## config.mk

```make
export PLATFORM = sky130hd
export DESIGN_NAME = mipi_rx_lane_aligner
export DESIGN_NICKNAME = d
export VERILOG_FILES = /design/src/rtl/mipi_rx_pkg.sv /design/src/rtl/lane_skew_fifo.sv /design/src/rtl/mipi_rx_lane_aligner.sv
export SDC_FILE = /design/constraint.sdc
export NUM_CORES = 1
export LEC_CHECK = 0
export ABC_AREA = 1
export ABC_CLOCK_PERIOD_IN_PS = 3700
export CORE_MARGIN = 3
export CORE_UTILIZATION = 42
export CTS_BUF_LIST = sky130_fd_sc_hd__clkbuf_2
export DETAILED_ROUTE_END_ITERATION = 7
export MAX_ROUTING_LAYER = met4
export PLACE_DENSITY = 0.66
export SYNTH_ARGS = -nofsm -noshare
export SYNTH_HDL_FRONTEND = slang
export SYNTH_HIERARCHICAL = 1
export SYNTH_SLANG_ARGS = --single-unit
```

## constraint.sdc

```tcl
create_clock -name sync_clk_i -period 3.7 [get_ports sync_clk_i]
set_input_delay 1.11 -clock sync_clk_i [delete_from_list [all_inputs] [get_ports sync_clk_i]]
set_output_delay 1.11 -clock sync_clk_i [all_outputs]
set_load 0.03 [all_outputs]
```

## src/rtl/mipi_rx_pkg.sv

```systemverilog
// Shared constants and FSM encodings for the MIPI RX lane aligner.
package mipi_rx_pkg;
  localparam int LANE_W        = 8;
  localparam int DEF_NUM_LANES = 4;

  typedef logic [1:0] state_t;
  localparam state_t ST_IDLE   = 2'd0;
  localparam state_t ST_ALIGN  = 2'd1;
  localparam state_t ST_STREAM = 2'd2;
  localparam state_t ST_FLUSH  = 2'd3;
endpackage

```

## src/rtl/lane_skew_fifo.sv

```systemverilog
// Generic small FIFO: write/read/clear, combinational head read.
// Latency 1 cycle write-to-readable; write to full is dropped unless a read frees the slot that cycle.
module lane_skew_fifo #(
  parameter int WIDTH = 8,
  parameter int DEPTH = 4
) (
  input  logic             clk,
  input  logic             rst,
  input  logic             clr,
  input  logic             wr_vld,
  input  logic [WIDTH-1:0] wr_dat,
  input  logic             rd_rdy,
  output logic [WIDTH-1:0] rd_dat,
  output logic             full,
  output logic             empty
);
  localparam int IDX_W = (DEPTH > 1) ? $clog2(DEPTH) : 1;
  localparam int PTR_W = IDX_W + 1;
  localparam logic [IDX_W-1:0] LAST = IDX_W'(DEPTH - 1);

  logic [WIDTH-1:0] mem [DEPTH];
  logic [PTR_W-1:0] wr_ptr, rd_ptr;
  logic             do_wr, do_rd;

  // The MSB is a lap bit so full and empty stay distinct for any depth.
  function automatic logic [PTR_W-1:0] ptr_inc(input logic [PTR_W-1:0] p);
    if (p[IDX_W-1:0] == LAST) return {~p[PTR_W-1], {IDX_W{1'b0}}};
    return p + PTR_W'(1);
  endfunction

  assign empty  = (wr_ptr == rd_ptr);
  assign full   = (wr_ptr[PTR_W-1] != rd_ptr[PTR_W-1]) &&
                  (wr_ptr[IDX_W-1:0] == rd_ptr[IDX_W-1:0]);
  assign do_rd  = rd_rdy & ~empty;
  assign do_wr  = wr_vld & (~full | do_rd);
  assign rd_dat = mem[rd_ptr[IDX_W-1:0]];

  always_ff @(posedge clk) begin
    if (rst || clr) begin
      wr_ptr <= '0;
      rd_ptr <= '0;
    end else begin
      if (do_wr) wr_ptr <= ptr_inc(wr_ptr);
      if (do_rd) rd_ptr <= ptr_inc(rd_ptr);
    end
  end

  always_ff @(posedge clk) begin
    if (do_wr && !clr) mem[wr_ptr[IDX_W-1:0]] <= wr_dat;
  end
endmodule

```

## src/rtl/mipi_rx_lane_aligner.sv

```systemverilog
// Deskews per-lane HS bytes using SoT sync pulses and per-lane skew FIFOs.
// Latency 2 cycles from the latest lane's write; no backpressure, overflow/timeout pulse skew_err_o and flush.
module mipi_rx_lane_aligner
  import mipi_rx_pkg::*;
#(
  parameter int NUM_LANES = DEF_NUM_LANES,
  parameter int MAX_SKEW  = 3
) (
  input  logic                        sync_clk_i,
  input  logic                        sync_rst_i,
  input  logic [LANE_W*NUM_LANES-1:0] hs_rx_data_i,
  input  logic [NUM_LANES-1:0]        hs_rx_data_sync_i,
  input  logic [NUM_LANES-1:0]        hs_rx_valid_i,
  output logic [LANE_W*NUM_LANES-1:0] aligned_data_o,
  output logic                        aligned_valid_o,
  output logic                        aligned_sot_o,
  output logic                        skew_err_o,
  output logic                        busy_o
);
  localparam int DEPTH = MAX_SKEW + 1;
  localparam int CNT_W = $clog2(MAX_SKEW + 2);
  localparam logic [CNT_W-1:0] SKEW_LIM = CNT_W'(MAX_SKEW);

  state_t                      state_q, state_d;
  logic [NUM_LANES-1:0]        armed_q, armed_d, sync_hit, dup_hit;
  logic [NUM_LANES-1:0]        wr_vld, full, empty, ovf;
  logic [CNT_W-1:0]            skew_cnt_q;
  logic [LANE_W*NUM_LANES-1:0] pop_dat, aligned_dat_q;
  logic                        pop_vld, flush, first_q, aligned_vld_q, aligned_sot_q;
  logic                        timeout, burst_end, err;

  assign flush     = (state_q == ST_FLUSH);
  assign wr_vld    = armed_q & hs_rx_valid_i;
  assign pop_vld   = (state_q == ST_STREAM) & ~|empty;
  assign ovf       = wr_vld & full & {NUM_LANES{~pop_vld}};
  assign timeout   = (state_q == ST_ALIGN) && (skew_cnt_q >= SKEW_LIM);
  assign burst_end = (state_q == ST_STREAM) && |(~hs_rx_valid_i & empty);

  for (genvar n = 0; n < NUM_LANES; n++) begin : g_lane
    lane_skew_fifo #(
      .WIDTH (LANE_W),
      .DEPTH (DEPTH)
    ) u_fifo (
      .clk    (sync_clk_i),
      .rst    (sync_rst_i),
      .clr    (flush),
      .wr_vld (wr_vld[n]),
      .wr_dat (hs_rx_data_i[n*LANE_W +: LANE_W]),
      .rd_rdy (pop_vld),
      .rd_dat (pop_dat[n*LANE_W +: LANE_W]),
      .full   (full[n]),
      .empty  (empty[n])
    );
  end

  always_comb begin
    state_d  = state_q;
    armed_d  = armed_q;
    err      = 1'b0;
    sync_hit = '0;
    dup_hit  = '0;
    if (state_q == ST_IDLE || state_q == ST_ALIGN) sync_hit = hs_rx_data_sync_i & ~armed_q;
    if (state_q == ST_ALIGN) dup_hit = hs_rx_data_sync_i & armed_q;
    case (state_q)
      ST_IDLE: begin
        armed_d = armed_q | sync_hit;
        if (|ovf) begin
          err     = 1'b1;
          state_d = ST_FLUSH;
        end else if (&sync_hit) begin
          state_d = ST_STREAM;
        end else if (|sync_hit) begin
          state_d = ST_ALIGN;
        end
      end
      ST_ALIGN: begin
        armed_d = armed_q | sync_hit;
        if (timeout || |dup_hit || |ovf) begin
          err     = 1'b1;
          state_d = ST_FLUSH;
        end else if (&armed_d) begin
          state_d = ST_STREAM;
        end
      end
      ST_STREAM: begin
        if (|ovf) begin
          err     = 1'b1;
          state_d = ST_FLUSH;
        end else if (burst_end) begin
          state_d = ST_FLUSH;
        end
      end
      default: begin
        armed_d = '0;
        state_d = ST_IDLE;
      end
    endcase
  end

  always_ff @(posedge sync_clk_i) begin
    if (sync_rst_i) begin
      state_q       <= ST_IDLE;
      armed_q       <= '0;
      skew_cnt_q    <= '0;
      first_q       <= 1'b1;
      aligned_vld_q <= 1'b0;
      aligned_sot_q <= 1'b0;
      aligned_dat_q <= '0;
    end else begin
      state_q       <= state_d;
      armed_q       <= armed_d;
      skew_cnt_q    <= (state_q == ST_ALIGN) ? skew_cnt_q + CNT_W'(1) : '0;
      // Re-armed outside STREAM so the next burst's first word carries SoT.
      first_q       <= (state_q != ST_STREAM) ? 1'b1 : (first_q & ~pop_vld);
      aligned_vld_q <= pop_vld;
      aligned_sot_q <= pop_vld & first_q;
      if (pop_vld) aligned_dat_q <= pop_dat;
    end
  end

  assign aligned_data_o  = aligned_dat_q;
  assign aligned_valid_o = aligned_vld_q;
  assign aligned_sot_o   = aligned_sot_q;
  assign skew_err_o      = err & ~sync_rst_i;
  assign busy_o          = (state_q != ST_IDLE);
endmodule

```

# Yosys cells after proc, flatten, opt, wreduce, memory -nomap -nowiden
# Memories as Yosys holds them, arrays and structs flattened. A register that Yosys moved wholly into a read port is not among the register bits.
# Index checks and enable logic that the tools add are counted.
# classes
addsub	9
n_lt_le_gt_ge	1
n_eq_ne	27
muxes	62
bitwise	44
n_reduce_logical	30
# op_table
cell	n
3-bit 2-to-1 mux	16
1-bit 2-to-1 mux	34
3-bit by 1-bit adder with 3-bit output (second input constant)	9
4-bit bitwise AND	6
2-bit equality test (second input constant)	10
4-bit OR reduction	5
1-bit inverter	19
2-bit 2-to-1 mux	7
1-bit bitwise AND	12
3-bit equality test	4
1-bit logical AND	10
2-bit equality test	4
4-bit 2-to-1 mux	2
4-bit inverter	2
4-bit case mux with 2 select lines	1
4-bit AND reduction	2
2-bit OR reduction	4
2-bit case mux with 3 select lines	1
1-bit logical OR	4
1-bit inequality test	4
4-bit by 1-bit inequality test with 1-bit output (second input constant)	1
1-bit OR	4
4-bit OR	1
3-bit by 2-bit greater-or-equal comparator with 1-bit output (second input constant)	1
9 further kinds	10
# word_totals
regBits	36
mem_bits_rw	128
inputBits	42
output_inout_bits	36
memories	4
# mem_list
memory	depth	word_bits	read_ports	rd_ports_with_merged_regs	wr	line_no	source
g_lane[0].u_fifo.mem	4	8	1	1	1	lane_skew_fifo.sv:21	logic [WIDTH-1:0] mem [DEPTH];
g_lane[1].u_fifo.mem	4	8	1	1	1	lane_skew_fifo.sv:21	
g_lane[2].u_fifo.mem	4	8	1	1	1	lane_skew_fifo.sv:21	
g_lane[3].u_fifo.mem	4	8	1	1	1	lane_skew_fifo.sv:21	

# Depth between registers and ports, before layout
# logic_depth
word_depth	11
ltp_mapped	15
ltp_nobuf	14

# Hierarchy
# The synthesis kept the hierarchy.
# modules_own_cells
mod	instances	cells_each	area_per_inst_um2	seq_area_each_um2
lane_skew_fifo	4	141	1649.1	1121.1
mipi_rx_lane_aligner	1	274	1926.8	880.8

# Worst setup path after synthesis
# Ideal clock, no wire load.
# synth_path
path_type	input port to output port
start	input port hs_rx_valid_i[2]
end	output port skew_err_o
t_arrival_ps	2127
t_required_ps	2590
slack_ps	463
path_stages	8
path_cell_list	nand3_1 -> nand2_1 -> o21ai_4 -> nand2_1 -> nand2_1 -> nand2_1 -> nand3_1 -> a31oi_1
# synth_between
elab_chain_cells	8
# synth_rtl
item	line_no	source
start: declaration	mipi_rx_lane_aligner.sv:13	input logic [NUM_LANES-1:0] hs_rx_valid_i,
4-bit bitwise AND *	mipi_rx_lane_aligner.sv:33	assign wr_vld = armed_q & hs_rx_valid_i;
4-bit bitwise AND * (2 in a row)	mipi_rx_lane_aligner.sv:35	assign ovf = wr_vld & full & {NUM_LANES{~pop_vld}};
4-bit OR reduction *	mipi_rx_lane_aligner.sv:67, mipi_rx_lane_aligner.sv:78, mipi_rx_lane_aligner.sv:86	
1-bit logical OR	mipi_rx_lane_aligner.sv:78	if (timeout || |dup_hit || |ovf) begin
1-bit 2-to-1 mux	mipi_rx_lane_aligner.sv:78	
1-bit case mux with 2 select lines *	mipi_rx_lane_aligner.sv:64	case (state_q)
1-bit bitwise AND *	mipi_rx_lane_aligner.sv:124	assign skew_err_o = err & ~sync_rst_i;
end: declaration	mipi_rx_lane_aligner.sv:17	output logic skew_err_o,
# Every way passes the cells marked *; elsewhere a longest branch is shown, timed or not.

# Final worst setup path
# layout_path
start	input port hs_rx_valid_i[1]
end	output port skew_err_o
# The elaborated chain is that of the path after synthesis.

==> impl_metrics.yaml <==
run_status:
  run_status: "completed"
floorplan:
  core.rowCount: 51
  core-area_um2: 19700
  start_util: 0.432
  io_pins: 78
  fp.dieH_um: 148
  dieWidth_um: 148
  dieArea_um2: 22000
timing:
  setup_viol: 0
  hold_violations: 0
  finalSetupTns_ns: 0
  max_slew_margin: 0.625
  slew_violations: 0
  rsz0062_at_grt: "yes"
  fmaxAchievable_mhz: 274
  tightest_slew_ns: 0.562
  period_share: 0.985
  finClkSkew_ns: 0.0706
  holdWs_ns: 0.458
  period_needed_ns: 3.64
drt:
  drt_iter0_drc: 307
  drtAntennaViolNets: 0
  drc: 0
  wl_um: 18300
  routedWlPerCell_um: 14.2
  vias_per_cell: 4.84
  vias: 6269
  dr.pass1.iters: 4
setup_path:
  cp-end-kind: "output pin"
  criticalPathCategory: "primary input to output pin"
  path_cells: "clkdlybuf4s50_1 -> nand3_1 -> nand2_2 -> o21ai_4 -> nand2_1 -> nand2_2 -> nand2_1 -> nand3_1 -> a31oi_1 -> buf_4"
  r2r_setup_slack_ns: 0.92
  cp.required_ns: 2.59
  reg2reg_to: "g_lane[2].u_fifo/mem[0][1]"
  r2r_start: "g_lane[1].u_fifo/rd_ptr[1]"
  path_max_fanout: 3
  arrival_ns: 2.53
  critPathBufInv: 2
  critical_path.slowest_cell: "clkdlybuf4s50_1"
  max_stage_delay_ns: 0.55
  crit_path_start_kind: "primary input"
  reg2reg_depth: 14
  critical_path.top_delay_family: "buffers and inverters"
global_routing:
  grt_pass1_wl_um: 29500
  met3_usage: 0.0402
  grt_usage: 0.170
  busiest_layer: "met2"
  grtUsageMet1: 0.208
  use_met2: 0.278
  grt_max_degree: 41
  antenna_found_initial: 2
  grt_overflow: 0
  grt_pass1_vias: 6144
synth:
  synth_area_leaders: "edfxtp_1 45%, dfxtp_1 18%, nand2_1 6.6%"
  syn_area_per_cell_um2: 10.2
  yosysUniqueCellTypes: 26
  synth_top_area_share: 0.451
  syn_inst: 838
  yosysWarningCount: 6
  ys.flop_type: "edfxtp_1"
  async_flop_share: 0
  syn_area_um2: 8520
  synth_top_cell_by_area: "edfxtp_1"
  syn-num-nets: 906
  synth_edf_count: 128
  ys_ff_latch: 204
  yosysSeqAreaShare: 0.629
clock_tree:
  cts.sinks: 204
  cts_made_buffers: 52
  ctsLongestPathBuffers: 3
  root_buffer: "clkbuf_2"
  clock_latency_ns: 0.77
  cts_tree: "done"
  cts_max_level: 2
  clk_pin_slew_ns: 0.10
  hold_buffers: 0
place:
  place_area_um2: 9720
  hpwlAfterDp_um: 11700
  port_buffers: 77
  gp_congestion: 0.821
power_and_ir_drop:
  p_leak_nw: 3.96
  cellPowerDensity_nw_per_um2: 457
  finalPower_w: 0.00475
  ir_worst_vdd_mv: 0.177
layout:
  drive_gt1_frac: 0.187
  seqCellArea_um2: 5410
  fin_nets: 1052
  fillers: 1814
  multi_input_area_um2: 2860
  mostFrequentLayoutCell: "nand2_1"
  stdcell_area_um2: 10400
  final_cell_mix: "140 x nand2_1, 128 x edfxtp_1, 107 x nor2_1, 79 x o21ai_0, 74 x clkdlybuf4s50_1"
  syn2layout_area_growth_pct: 21.8
  fin_util: 0.526
hold_path:
  min_from: "skew_cnt_q[0]"
  hp-class: "flip-flop to flip-flop"
  holdPathEnd: "skew_cnt_q[0]"
  hold_depth: 1
run:
  max_cap_violations: 0
## cell families (layout without fill, tap and decap cells)
family,after synthesis,count (layout),share of synthesized area
AO/OA/AOI/OAI,169,169,0.107
AND/OR/NAND/NOR,328,328,0.164
flip-flops,204,204,0.629
adder cells (fa/ha/maj),26,26,0.0382
XOR/XNOR,12,12,0.0159
buffers and inverters,99,288,0.0455
other,0,2,0
## metal layers
layer  vias to the layer above  wire length [µm]  part of all wire
met2                       137              8900              0.49
met4                         0               369             0.020
li1                       3196                 -                 -
met5                         -                 0                 0
met1                      2902              8140              0.44
met3                        34               920             0.050
## worst max path at each step
stage	startpoint	depth (start not counted)	slack [ns]	end
finish	hs_rx_valid_i[1]	10	0.06	skew_err_o
global route	g_lane[1].u_fifo/wr_ptr[0]	12	-0.12	skew_err_o
CTS	g_lane[3].u_fifo/wr_ptr[1]	14	0.002	skew_err_o
detailed placement	hs_rx_valid_i[1]	10	0.04	skew_err_o
global placement	hs_rx_valid_i[1]	10	0.04	skew_err_o
floorplan	hs_rx_valid_i[2]	8	0.46	skew_err_o
## per-stage QoR
| step | setup WS (ns) | instances |
|---|---|---|
| 5_1_grt | -0.122 | 1294 |
| 4_1_cts | 0.00223 | 1284 |
| 3_5_place_dp | 0.0369 | 1187 |
| 6_report | 0.0559 | 1294 |
| 3_3_place_gp | 0.0355 | 1187 |
| 2_1_floorplan | 0.463 | 838 |
## cell usage after synthesis (8+ instances only)
cell type / instances
nand2_1: 149
edfxtp_1: 128
nor2_1: 112
o21ai_0: 79
inv_1: 77
dfxtp_1: 76
a21oi_1: 50
o22ai_1: 32
nand3_1: 30
ha_1: 26
nor3b_1: 12
nand2_2: 11
buf_2: 10
xor2_1: 8
## power breakdown
part,switching (W),internal (W)
sequential,0.0000809,0.00252
clock,0.000891,0.000534
combinational,0.000432,0.000284
## sequential cells by signal, indices dropped and copies added (netlist names), named ones only
name                  count
g_lane.u_fifo/wr_ptr     12
armed_q                   4
skew_cnt_q                3
first_q                   1
g_lane.u_fifo/mem       128
state_q                   2
aligned_valid_o           1
aligned_data_o           32
aligned_sot_o             1
g_lane.u_fifo/rd_ptr     12
## worst reg2reg max path: stages (launching register included)
cell and delay [ns]:
dfxtp_1 0.39, inv_1 0.05, nand2_1 0.07, nand2_2 0.08, nand3_2 0.11, inv_2 0.05, nor2_2 0.14, nand3_2 0.12
buf_4 0.30, inv_2 0.33, inv_1 0.10, nand4_2 0.15, nand2_2 0.12, nor3b_1 0.19, buf_4 0.22
## final cells by class
cell class,instances,area share
tap,265,0.0319
inverter,81,0.0293
antenna,2,0.000482
clock inverter,26,0.0102
clock buffer,71,0.0342
multi-input combinational,535,0.275
timing repair buffer,110,0.0976
sequential,204,0.521
## timing repair
action | 4_1_cts | 5_1_grt
gates resized for setup | 11 | 46
setup endpoints to repair | 1 | 1
pin swaps | 0 | 10
buffers inserted | 0 | 8
No activity file was read; power rests on OpenSTA's default activity.
